===== config.mk =====
export PLATFORM = sky130hd
export DESIGN_NAME = sum_tx_sequencer
export DESIGN_NICKNAME = d
export VERILOG_FILES = /design/src/rtl/sum_tx_sequencer.sv
export SDC_FILE = /design/constraint.sdc
export NUM_CORES = 1
export LEC_CHECK = 0
export CAP_MARGIN = 20
export CORE_MARGIN = 8
export CORE_UTILIZATION = 45
export CTS_CLUSTER_DIAMETER = 40
export DETAILED_ROUTE_END_ITERATION = 10
export PLACE_DENSITY_LB_ADDON = 0.15
export SLEW_MARGIN = 10
export SYNTH_ARGS = -nofsm -noshare
export SYNTH_HDL_FRONTEND = slang
export SYNTH_SLANG_ARGS = --single-unit

===== constraint.sdc =====
create_clock -name clk -period 3.8 [get_ports clk]
set_clock_uncertainty 0.2 [all_clocks]
set_input_delay 0.95 -clock clk [delete_from_list [all_inputs] [get_ports clk]]
set_output_delay 0.95 -clock clk [all_outputs]
set_load 0.005 [all_outputs]

===== src/rtl/sum_tx_sequencer.sv =====
// Latches two 4-bit operands from debounced buttons and, on a send request, streams
// "A+B=SS\r\n" as upper-case hex ASCII to a byte-wide UART transmitter.
module sum_tx_sequencer #(
  parameter int unsigned SYNC_STAGES = 2,
  parameter int unsigned MSG_CRLF    = 1
) (
  input  logic       clk,
  input  logic       reset_n,
  input  logic       save_a_n,
  input  logic       save_b_n,
  input  logic [3:0] data_input,
  input  logic       uart_tx_en,
  input  logic       tx_busy,
  output logic [7:0] tx_data,
  output logic       tx_start,
  output logic [3:0] a_reg,
  output logic [3:0] b_reg,
  output logic [4:0] sum,
  output logic       seq_busy
);

  localparam int unsigned MSG_LEN  = (MSG_CRLF != 0) ? 8 : 6;
  localparam logic [2:0]  LAST_IDX = 3'(MSG_LEN - 1);

  typedef enum logic [2:0] {IDLE, LOAD, START, WAIT_HI, WAIT_LO, NEXT} state_t;

  state_t state, next_state;

  logic [SYNC_STAGES-1:0] sa_sync, sb_sync, en_sync;
  logic                   sa_d, sb_d, en_d;
  logic                   save_a_ev, save_b_ev, send_req;

  logic [2:0] byte_idx;
  logic [3:0] snap_a, snap_b;
  logic [4:0] snap_sum;
  logic [7:0] byte_sel;

  function automatic logic [7:0] hex_char(input logic [3:0] v);
    return (v < 4'd10) ? (8'h30 + {4'h0, v}) : (8'h37 + {4'h0, v});
  endfunction

  // Synchronizers reset to the inactive level so release never looks like an edge.
  always_ff @(posedge clk or negedge reset_n) begin
    if (!reset_n) begin
      sa_sync <= '1;
      sb_sync <= '1;
      en_sync <= '0;
      sa_d    <= 1'b1;
      sb_d    <= 1'b1;
      en_d    <= 1'b0;
    end else begin
      sa_sync <= {sa_sync[SYNC_STAGES-2:0], save_a_n};
      sb_sync <= {sb_sync[SYNC_STAGES-2:0], save_b_n};
      en_sync <= {en_sync[SYNC_STAGES-2:0], uart_tx_en};
      sa_d    <= sa_sync[SYNC_STAGES-1];
      sb_d    <= sb_sync[SYNC_STAGES-1];
      en_d    <= en_sync[SYNC_STAGES-1];
    end
  end

  assign save_a_ev = sa_d & ~sa_sync[SYNC_STAGES-1];
  assign save_b_ev = sb_d & ~sb_sync[SYNC_STAGES-1];
  assign send_req  = en_sync[SYNC_STAGES-1] & ~en_d;

  always_ff @(posedge clk or negedge reset_n) begin
    if (!reset_n) begin
      a_reg <= '0;
      b_reg <= '0;
    end else begin
      if (save_a_ev) a_reg <= data_input;
      if (save_b_ev) b_reg <= data_input;
    end
  end

  assign sum = {1'b0, a_reg} + {1'b0, b_reg};

  always_ff @(posedge clk or negedge reset_n) begin
    if (!reset_n) state <= IDLE;
    else          state <= next_state;
  end

  always_comb begin
    next_state = state;
    case (state)
      IDLE:    if (send_req) next_state = LOAD;
      LOAD:    next_state = START;
      START:   next_state = WAIT_HI;
      WAIT_HI: if (tx_busy) next_state = WAIT_LO;
      WAIT_LO: if (!tx_busy) next_state = NEXT;
      NEXT:    next_state = (byte_idx == LAST_IDX) ? IDLE : LOAD;
      default: next_state = IDLE;
    endcase
  end

  always_comb begin
    byte_sel = 8'h00;
    case (byte_idx)
      3'd0: byte_sel = hex_char(snap_a);
      3'd1: byte_sel = 8'h2B;
      3'd2: byte_sel = hex_char(snap_b);
      3'd3: byte_sel = 8'h3D;
      3'd4: byte_sel = hex_char({3'b000, snap_sum[4]});
      3'd5: byte_sel = hex_char(snap_sum[3:0]);
      3'd6: byte_sel = 8'h0D;
      3'd7: byte_sel = 8'h0A;
      default: byte_sel = 8'h00;
    endcase
  end

  // The snapshot decouples the message in flight from later operand saves.
  always_ff @(posedge clk or negedge reset_n) begin
    if (!reset_n) begin
      byte_idx <= '0;
      snap_a   <= '0;
      snap_b   <= '0;
      snap_sum <= '0;
      tx_data  <= '0;
    end else begin
      case (state)
        IDLE: begin
          byte_idx <= '0;
          if (send_req) begin
            snap_a   <= a_reg;
            snap_b   <= b_reg;
            snap_sum <= sum;
          end
        end
        LOAD:    tx_data  <= byte_sel;
        NEXT:    byte_idx <= byte_idx + 3'd1;
        default: ;
      endcase
    end
  end

  assign tx_start = (state == START);
  assign seq_busy = (state != IDLE);

endmodule

* Yosys cells after proc, flatten, opt, wreduce, memory -nomap -nowiden
Index checks and enable logic that the tools add are counted.
** Word-level totals
- Output and inout port bits :: 23
- Bits of input ports :: 10
- Logic and storage cells :: 63
- Register bits :: 44
** Operators by class
- Mux-type cells :: 10
- Order comparisons :: 3
- Add/subtract/negate cells :: 9
- Bitwise operators :: 6
- Equality and inequality tests :: 15
- Reductions and logical operators :: 6
** Operators by type and width (number)
- 8-bit case mux with 8 select lines :: 1
- 6-bit by 4-bit adder with 7-bit output (first input constant) :: 6
- 7-bit two-way mux :: 3
- 3-bit equality test (second input constant) :: 6
- 3-bit case mux with 6 select lines :: 1
- 3-bit by 2-bit equality test with 1-bit output (second input constant) :: 4
- 4-bit < comparator (second input constant) :: 3
- 3-bit two-way mux :: 3
- 6-bit by 1-bit adder with 7-bit output (first input constant) :: 1
- 3-bit by 1-bit equality test with 1-bit output (second input constant) :: 2
- 3-bit zero test :: 2
- 2-bit != test (second input constant) :: 3
- 3-bit case mux with 2 select lines :: 1
- 4-bit by 4-bit adder with 5-bit output :: 1
- 3-bit by 1-bit adder with 3-bit output (second input constant) :: 1
- 1-bit bitwise AND :: 3
- 1-bit inverter :: 3
- 3-bit AND reduction :: 1
- 3-bit nonzero test :: 1
- 2-bit AND reduction :: 1
- 2-bit nonzero test :: 1
- 1-bit two-way mux :: 1

* Logic depth before layout (Yosys ltp)
Gate-level depths: netlist of run 1.
- Word-level depth :: 4
- Gate-level depth with buffers :: 8
- Depth with buffers taken out :: 7

* Least setup slack after synthesis of run 1
OpenSTA, ideal clock, no wires.
- Path type :: flip-flop to output port
- Start point :: register a_reg[0]
- End point :: output sum[4]
- Slack :: 1.412 ns
- Path buffers :: 0
- Arrival :: 1.238 ns
- Stages on the path, launching flop included :: 7
- Path through :: dfrtp_1 > ha_1 > inv_1 > fa_1 > nor2b_1 > o21ai_0 > nand2b_1
** On the way
- Longest elaborated chain between the ends :: 1
** RTL lines
- start, declared :: RTL line 16 : output logic [3:0] a_reg,
- start signal, assigned :: RTL line 70 : if (save_a_ev) a_reg <= data_input;
- 4-bit by 4-bit adder with 5-bit output :: RTL line 75 : assign sum = {1'b0, a_reg} + {1'b0, b_reg};
- end, declared :: RTL line 18 : output logic [4:0] sum,
No other way between the ends.

* Worst setup path in the final report of run 1
Ends and elaborated chain as after synthesis.

==> flow_summary_export.csv, run 1 <==
group,metric,value,unit
cells_and_area,syn2layout_area_growth,19.8,%
cells_and_area,layout-drive-gt1-share,14.5,%
cts,cts_tree,"yes",
grt,grt_max_degree,44,
critical_path,cp.arrival,2.11,ns
floorplanning,pin_count,33,
cts,cts-root-buf,"clkbuf_8",
critical_path,critPathMaxFanout,4,
power_and_ir_drop,netSwitchingFraction,36.0,%
route,via_count,1638,
placed_design,finalWeightedCongestion,0.867,
logic_synthesis,ys.flop_type,"dfrtp_1",
logic_synthesis,syn_nets,235,
route,drt_wl_total,4490,um
logic_synthesis,synth_area,0.00227,mm2
power_and_ir_drop,power.density,759,mW/mm2
cells_and_area,diodes,0,
floorplanning,initial_core_util,45.7,%
critical_path,path_delay_family,"adder cells",
grt,grt_pass1_vias,1613,
power_and_ir_drop,clkPwrFrac,18.0,%
logic_synthesis,ys_top_cells_by_area,"dfrtp_1, ha_1, dfstp_2, mux2_2, o21ai_0",
min_path,holdCritStartpoint,"en_sync[0]",
sta,fin_crit,3.26,ns
power_and_ir_drop,intPower,1.32,mW
status,status,"finished, final reports clean",
sta,grt_setup_unrepaired,"false",
logic_synthesis,synthArstFlopShare,100,%
route,dr.pass1.iters,4,
cts,cts_resized,0,
cells_and_area,fillCellCount,449,
critical_path,worstReg2RegStart,"byte_idx[0]",
critical_path,worstPathRequired,2.65,ns
logic_synthesis,synth_top_area_share,40.7,%
power_and_ir_drop,peakVddDrop,0.338,mV
sta,worst_slew_pin_slew,0.912,ns
power_and_ir_drop,p_leak,1.20,nW
cts,cts_buffers,5,
cells_and_area,reg_top3,"tx_data: 7 flops, snap_sum: 5 flops",
placed_design,dp_hpwl,3450,um
cts,cts_setup_buffers,0,
route,antenna_left,0,
grt,overflow,0,
grt,track_usage,12.9,%
floorplanning,die_height,87.1,um
cts,clk_latency,0.29,ns
cells_and_area,multi_input_area,0.00106,mm2
power_and_ir_drop,power_frac_comb,43.2,%
cells_and_area,largest_register_ffs,7,
sta,slew_violations,0,
critical_path,cp-startpoint,"a_reg[0]",
floorplanning,die_x,87.1,um
critical_path,crit_slowest_cell,"clkdlybuf4s50_1",
cts,hold_buffers,0,
placed_design,placed_area,0.00260,mm2
grt,antenna_found_initial,0,
logic_synthesis,yosysTopAreaCell,"dfrtp_1",
logic_synthesis,synth_cell_types,44,
placed_design,port_buffers,31,
cells_and_area,top_register,"tx_data",
power_and_ir_drop,net-switching-power,0.745,mW
critical_path,critPathLaunchType,"register",
cells_and_area,seqCellArea,0.00108,mm2
logic_synthesis,ys_seq_area_share,47.7,%
cts,cts_buffer_depth,2,
critical_path,path_buf_inv,2,
floorplanning,core,0.00498,mm2
cts,htreeDepth,2,
critical_path,crit_type,"reg2out",
critical_path,end_kind,"primary output",
floorplanning,dieArea,0.00758,mm2
route,viasPerCell,5.25,
run,drv_cap,0,
route,wl_per_cell,14.4,um
cells_and_area,nets,265,
logic_synthesis,syn_inst,211,
floorplanning,rows,26,
sta,setup_viol,0,
cts,cts_num_sinks,43,
cells_and_area,final_cell_area,0.00272,mm2
route,drc_errors,0,
sta,tns,0,ns
cts,cts.reportedPaths.clkPinSlew,0.08,ns
grt,grt_pass1_wl,7710,um
logic_synthesis,synth-edff-count,0,
min_path,hold_path_class,"reg2reg",
critical_path,slowest_delay,0.51,ns
power_and_ir_drop,power_frac_seq,38.8,%
sta,fmax,307,MHz
route,drt_iter0_markers,89,
sta,hold_viol,0,
logic_synthesis,syn_avg_cell_area,10.8,um2
logic_synthesis,synth_seq_cells,43,
sta,max_slew_margin,39.2,%
critical_path,r2r_setup_slack,1.44,ns
logic_synthesis,ys_warn_count,0,
critical_path,worstPathCellList,"ha_1 -> inv_1 -> fa_1 -> nor2b_1 -> o21ai_0 -> nand2b_1 -> clkdlybuf4s50_1",
sta,finalCritPeriodShare,85.7,%
power groups by stage:
stage	clock network (mW)	logic (mW)	registers (mW)
detailed placement	0	0.896	0.812
floorplan	0	0.664	0.728
global placement	0	0.895	0.810
CTS	0.385	0.903	0.804
finish	0.373	0.893	0.802
global route	0.404	1.01	0.838
through the flow:
| stage | hold slack [ns] | total power [mW] | worst slack (ns) | utilization [%] | instances |
|---|---|---|---|---|---|
| 3_3_place_gp | 0.135 | 1.71 | 0.866 | 52.3 | 304 |
| 2_1_floorplan | 0.131 | 1.39 | 1.41 | - | 211 |
| 6_report | 0.154 | 2.07 | 0.542 | 54.7 | 312 |
| 4_1_cts | 0.158 | 2.09 | 0.519 | 54.7 | 312 |
| 5_1_grt | 0.166 | 2.26 | 0.378 | 54.7 | 312 |
| 3_5_place_dp | 0.139 | 1.71 | 0.858 | 52.3 | 304 |
area by class of cell:
cell class              count  share of cell area (%)
flip-flops and latches     43                    39.8
multi-input cells         143                    39.0
repair buffers             31                    11.2
well taps                  70                    3.22
clock buffers               6                    3.03
inverters                  17                    2.34
clock inverters             2                    1.42
metal layers:
metal	global-route usage, %	vias to the layer above	wire [um]	part of all wire [%]
li1	-	800	-	-
met1	16.7	796	2100	47
met2	20.0	38	2100	47
met3	3.96	4	246	5.5
met4	3.60	0	36	0.80
met5	0	-	0	0
cell usage in the layout (no fill, tap or decap), types with 2 or more instances in the layout:
master | Yosys | routed
and4b_1 | 2 | 2
nand2b_1 | 4 | 4
nor2b_1 | 7 | 7
clkdlybuf4s50_1 | 0 | 30
a22o_1 | 3 | 3
nand3_1 | 3 | 3
nor3b_1 | 2 | 2
nor2_1 | 9 | 9
a21oi_1 | 14 | 14
ha_1 | 13 | 13
o22a_1 | 2 | 2
nand2_1 | 14 | 14
mux2_4 | 4 | 4
o22ai_1 | 7 | 7
o21ai_0 | 17 | 17
a31oi_1 | 2 | 2
xnor2_1 | 5 | 5
dfrtp_1 | 37 | 37
dfstp_2 | 6 | 6
a21o_1 | 2 | 2
inv_1 | 17 | 17
clkbuf_8 | 0 | 6
a211oi_1 | 2 | 2
mux2i_1 | 2 | 2
mux2_2 | 13 | 13
cell usage after synthesis (5+ instances only):
cell type / n
o21ai_0: 17
ha_1: 13
xnor2_1: 5
mux2_2: 13
nand2_1: 14
dfrtp_1: 37
nor2_1: 9
o22ai_1: 7
dfstp_2: 6
nor2b_1: 7
a21oi_1: 14
inv_1: 17
worst paths after layout:
| check | to | cells past startpoint |
|---|---|---|
| min in group asynchronous | byte_idx[2] | 1 |
| hold / removal | en_sync[1] | 0 |
| hold reg to reg | en_sync[1] | 0 |
| setup / recovery | sum[4] | 7 |
| setup reg to reg | tx_data[1] | 7 |
| max in group asynchronous | en_sync[1] | 1 |
cell families after synthesis:
logic type	after synthesis	synth area share, %
AOI/OAI and AO/OA	54	14.5
xor gates and xnor gates	5	1.93
adders and majority gates	14	8.04
buffers and inverters	25	5.61
DFF	43	47.7
muxes	19	9.96
other	1	0.165
and+or+nand+nor	50	12.2
Note: power is estimated with default switching activity, not from simulation.
==> run 2: changes to the inputs <==
--- a/config.mk
+++ b/config.mk
@@ -6,10 +6,11 @@
 export NUM_CORES = 1
 export LEC_CHECK = 0
 export CAP_MARGIN = 20
-export CORE_MARGIN = 8
+export CORE_MARGIN = 5
 export CORE_UTILIZATION = 45
 export CTS_CLUSTER_DIAMETER = 40
 export DETAILED_ROUTE_END_ITERATION = 10
+export HOLD_SLACK_MARGIN = 0.03
 export PLACE_DENSITY_LB_ADDON = 0.15
 export SLEW_MARGIN = 10
 export SYNTH_ARGS = -nofsm -noshare
==> run 2 against run 1 <==
  * Sequential share of layout area rose by 0.28 points
  * Sequential power about the same
  * Via count about the same
  * Register-to-register slack improved by 0.05 ns
  * Routed wire length grew 3.4%
  * Count of clock-buffer cells in the layout is 1 higher
  * Highest routed layer unchanged
==> flow_summary_export.csv, run 2 (same netlist as run 1, synthesis figures left out) <==
group,metric,value,unit
route,viasPerCell,5.30,
floorplanning,core,0.00482,mm2
critical_path,cp.arrival,2.13,ns
sta,slew_violations,0,
grt,grt_pass1_wl,7850,um
route,wl_met2,2020,um
grt,antenna_found_initial,0,
sta,worst_slew_pin_slew,0.938,ns
critical_path,worstPathCellList,"ha_1 -> inv_1 -> fa_1 -> nor2b_1 -> o21ai_0 -> nand2b_1 -> clkdlybuf4s50_1",
sta,fmax,305,MHz
cts,cts-root-buf,"clkbuf_8",
critical_path,crit_type,"reg2out",
critical_path,critPathMaxFanout,4,
power_and_ir_drop,power.density,758,mW/mm2
cts,cts_resized,0,
sta,grt_setup_unrepaired,"false",
sta,tns,0,ns
cells_and_area,diodes,0,
placed_design,port_buffers,31,
floorplanning,die_height,81.1,um
power_and_ir_drop,intPower,1.30,mW
cells_and_area,top_register,"tx_data",
placed_design,finalWeightedCongestion,0.857,
floorplanning,pin_count,33,
floorplanning,rows,25,
route,wl_per_cell,15.0,um
sta,max_slew_margin,37.5,%
critical_path,critPathLaunchType,"register",
route,via_count,1637,
grt,track_usage,15.9,%
cells_and_area,final_cell_area,0.00271,mm2
cts,cts_tree,"yes",
placed_design,placed_area,0.00260,mm2
placed_design,dp_hpwl,3420,um
status,status,"finished, final reports clean",
cts,cts_buffer_depth,2,
floorplanning,die_x,81.1,um
min_path,hold_path_class,"reg2reg",
route,drt_wl_total,4640,um
critical_path,worstPathRequired,2.65,ns
cells_and_area,nets,265,
critical_path,slowest_delay,0.50,ns
cts,cts_setup_buffers,0,
power_and_ir_drop,netSwitchingFraction,36.4,%
cells_and_area,reg_top3,"tx_data: 7 flops, snap_sum: 5 flops",
cts,htreeDepth,2,
power_and_ir_drop,peakVddDrop,0.307,mV
power_and_ir_drop,power_frac_seq,39.1,%
floorplanning,dieArea,0.00657,mm2
route,antenna_left,0,
route,highest_layer,"met4",
floorplanning,initial_core_util,47.2,%
critical_path,crit_slowest_cell,"clkdlybuf4s50_1",
cells_and_area,layout_common_cells,"dfrtp_1, clkdlybuf4s50_1, inv_1, o21ai_0",
cts,cts.reportedPaths.clkPinSlew,0.08,ns
power_and_ir_drop,net-switching-power,0.747,mW
cts,hold_buffers,0,
sta,setup_viol,0,
cts,clk_latency,0.29,ns
power_and_ir_drop,p_leak,1.19,nW
placed_design,dp.cells,301,
power_and_ir_drop,p_total,2.05,mW
route,drt_iter0_markers,112,
run,drv_cap,0,
grt,grt_max_degree,44,
route,met3WireLength,254,um
cells_and_area,layout-drive-gt1-share,13.6,%
sta,finalCritPeriodShare,86.4,%
sta,fin_crit,3.28,ns
critical_path,end_kind,"primary output",
route,wl_met1,2280,um
power_and_ir_drop,power_frac_comb,44.0,%
cts,cts_num_sinks,43,
cells_and_area,final_common_cell,"dfrtp_1",
route,drc_errors,0,
sta,hold_viol,0,
grt,grt_pass1_vias,1593,
cells_and_area,stdcell_count,309,
cts,cts_buffers,5,
cells_and_area,utilization,56.2,%
power_and_ir_drop,clkPwrFrac,16.9,%
cells_and_area,syn2layout_area_growth,19.0,%
cells_and_area,largest_register_ffs,7,
grt,overflow,0,
route,dr.pass1.iters,4,
run 2: cell count changes in the layout (fill, tap and decap cells not counted):
cell / change
inv_6: -1
clkbuf_8: -1
clkbuf_1: +2
run 2: cell type report:
type | count | area (um2)
Clock buffer | 7 | 76.3
Clock inverter | 1 | 30.0
Fill cell | 426 | 2110
Inverter | 17 | 63.8
Multi-Input combinational cell | 143 | 1060
Sequential cell | 43 | 1080
Tap cell | 67 | 83.8
Timing Repair Buffer | 31 | 305
run 2: stage by stage:
stage,hold slack [ns],setup WS [ns]
floorplan,0.131,1.41
global placement,0.134,0.868
detailed placement,0.141,0.854
CTS,0.158,0.500
global route,0.167,0.397
finish,0.156,0.518
run 2: power groups by stage:
| stage | Combinational [mW] | Sequential, mW | Clock, mW |
|---|---|---|---|
| 6_report | 0.902 | 0.802 | 0.347 |
| 4_1_cts | 0.908 | 0.803 | 0.359 |
| 3_5_place_dp | 0.901 | 0.812 | 0 |
| 2_1_floorplan | 0.664 | 0.728 | 0 |
| 3_3_place_gp | 0.892 | 0.809 | 0 |
| 5_1_grt | 1.01 | 0.834 | 0.382 |
run 2: critical path, delay by kind of cell, from the launching register on:
kind | cells | cell delay [ns]
compound gates | 1 | 0.08
fa+ha+maj | 2 | 0.58
buf+inv | 2 | 0.55
flops | 1 | 0.41
simple gates | 2 | 0.22
run 2: path summary, 6_finish.rpt:
kind                        startpoint          to  slack (ns)  cells after the start
max in group asynchronous      reset_n    a_reg[1]        2.22                      1
hold / removal              en_sync[0]  en_sync[1]        0.16                      0
hold reg to reg             en_sync[0]  en_sync[1]        0.16                      0
setup reg to reg           byte_idx[2]  tx_data[1]        1.49                      7
setup / recovery              b_reg[0]      sum[4]        0.52                      7
min in group asynchronous      reset_n  tx_data[0]        0.59                      1
run 2: per-layer routing:
layer  global-route usage [%]  vias up
met1                     22.6      783
met5                        0        -
met2                     22.7       45
li1                         -      801
met3                     4.43        8
met4                     6.25        0
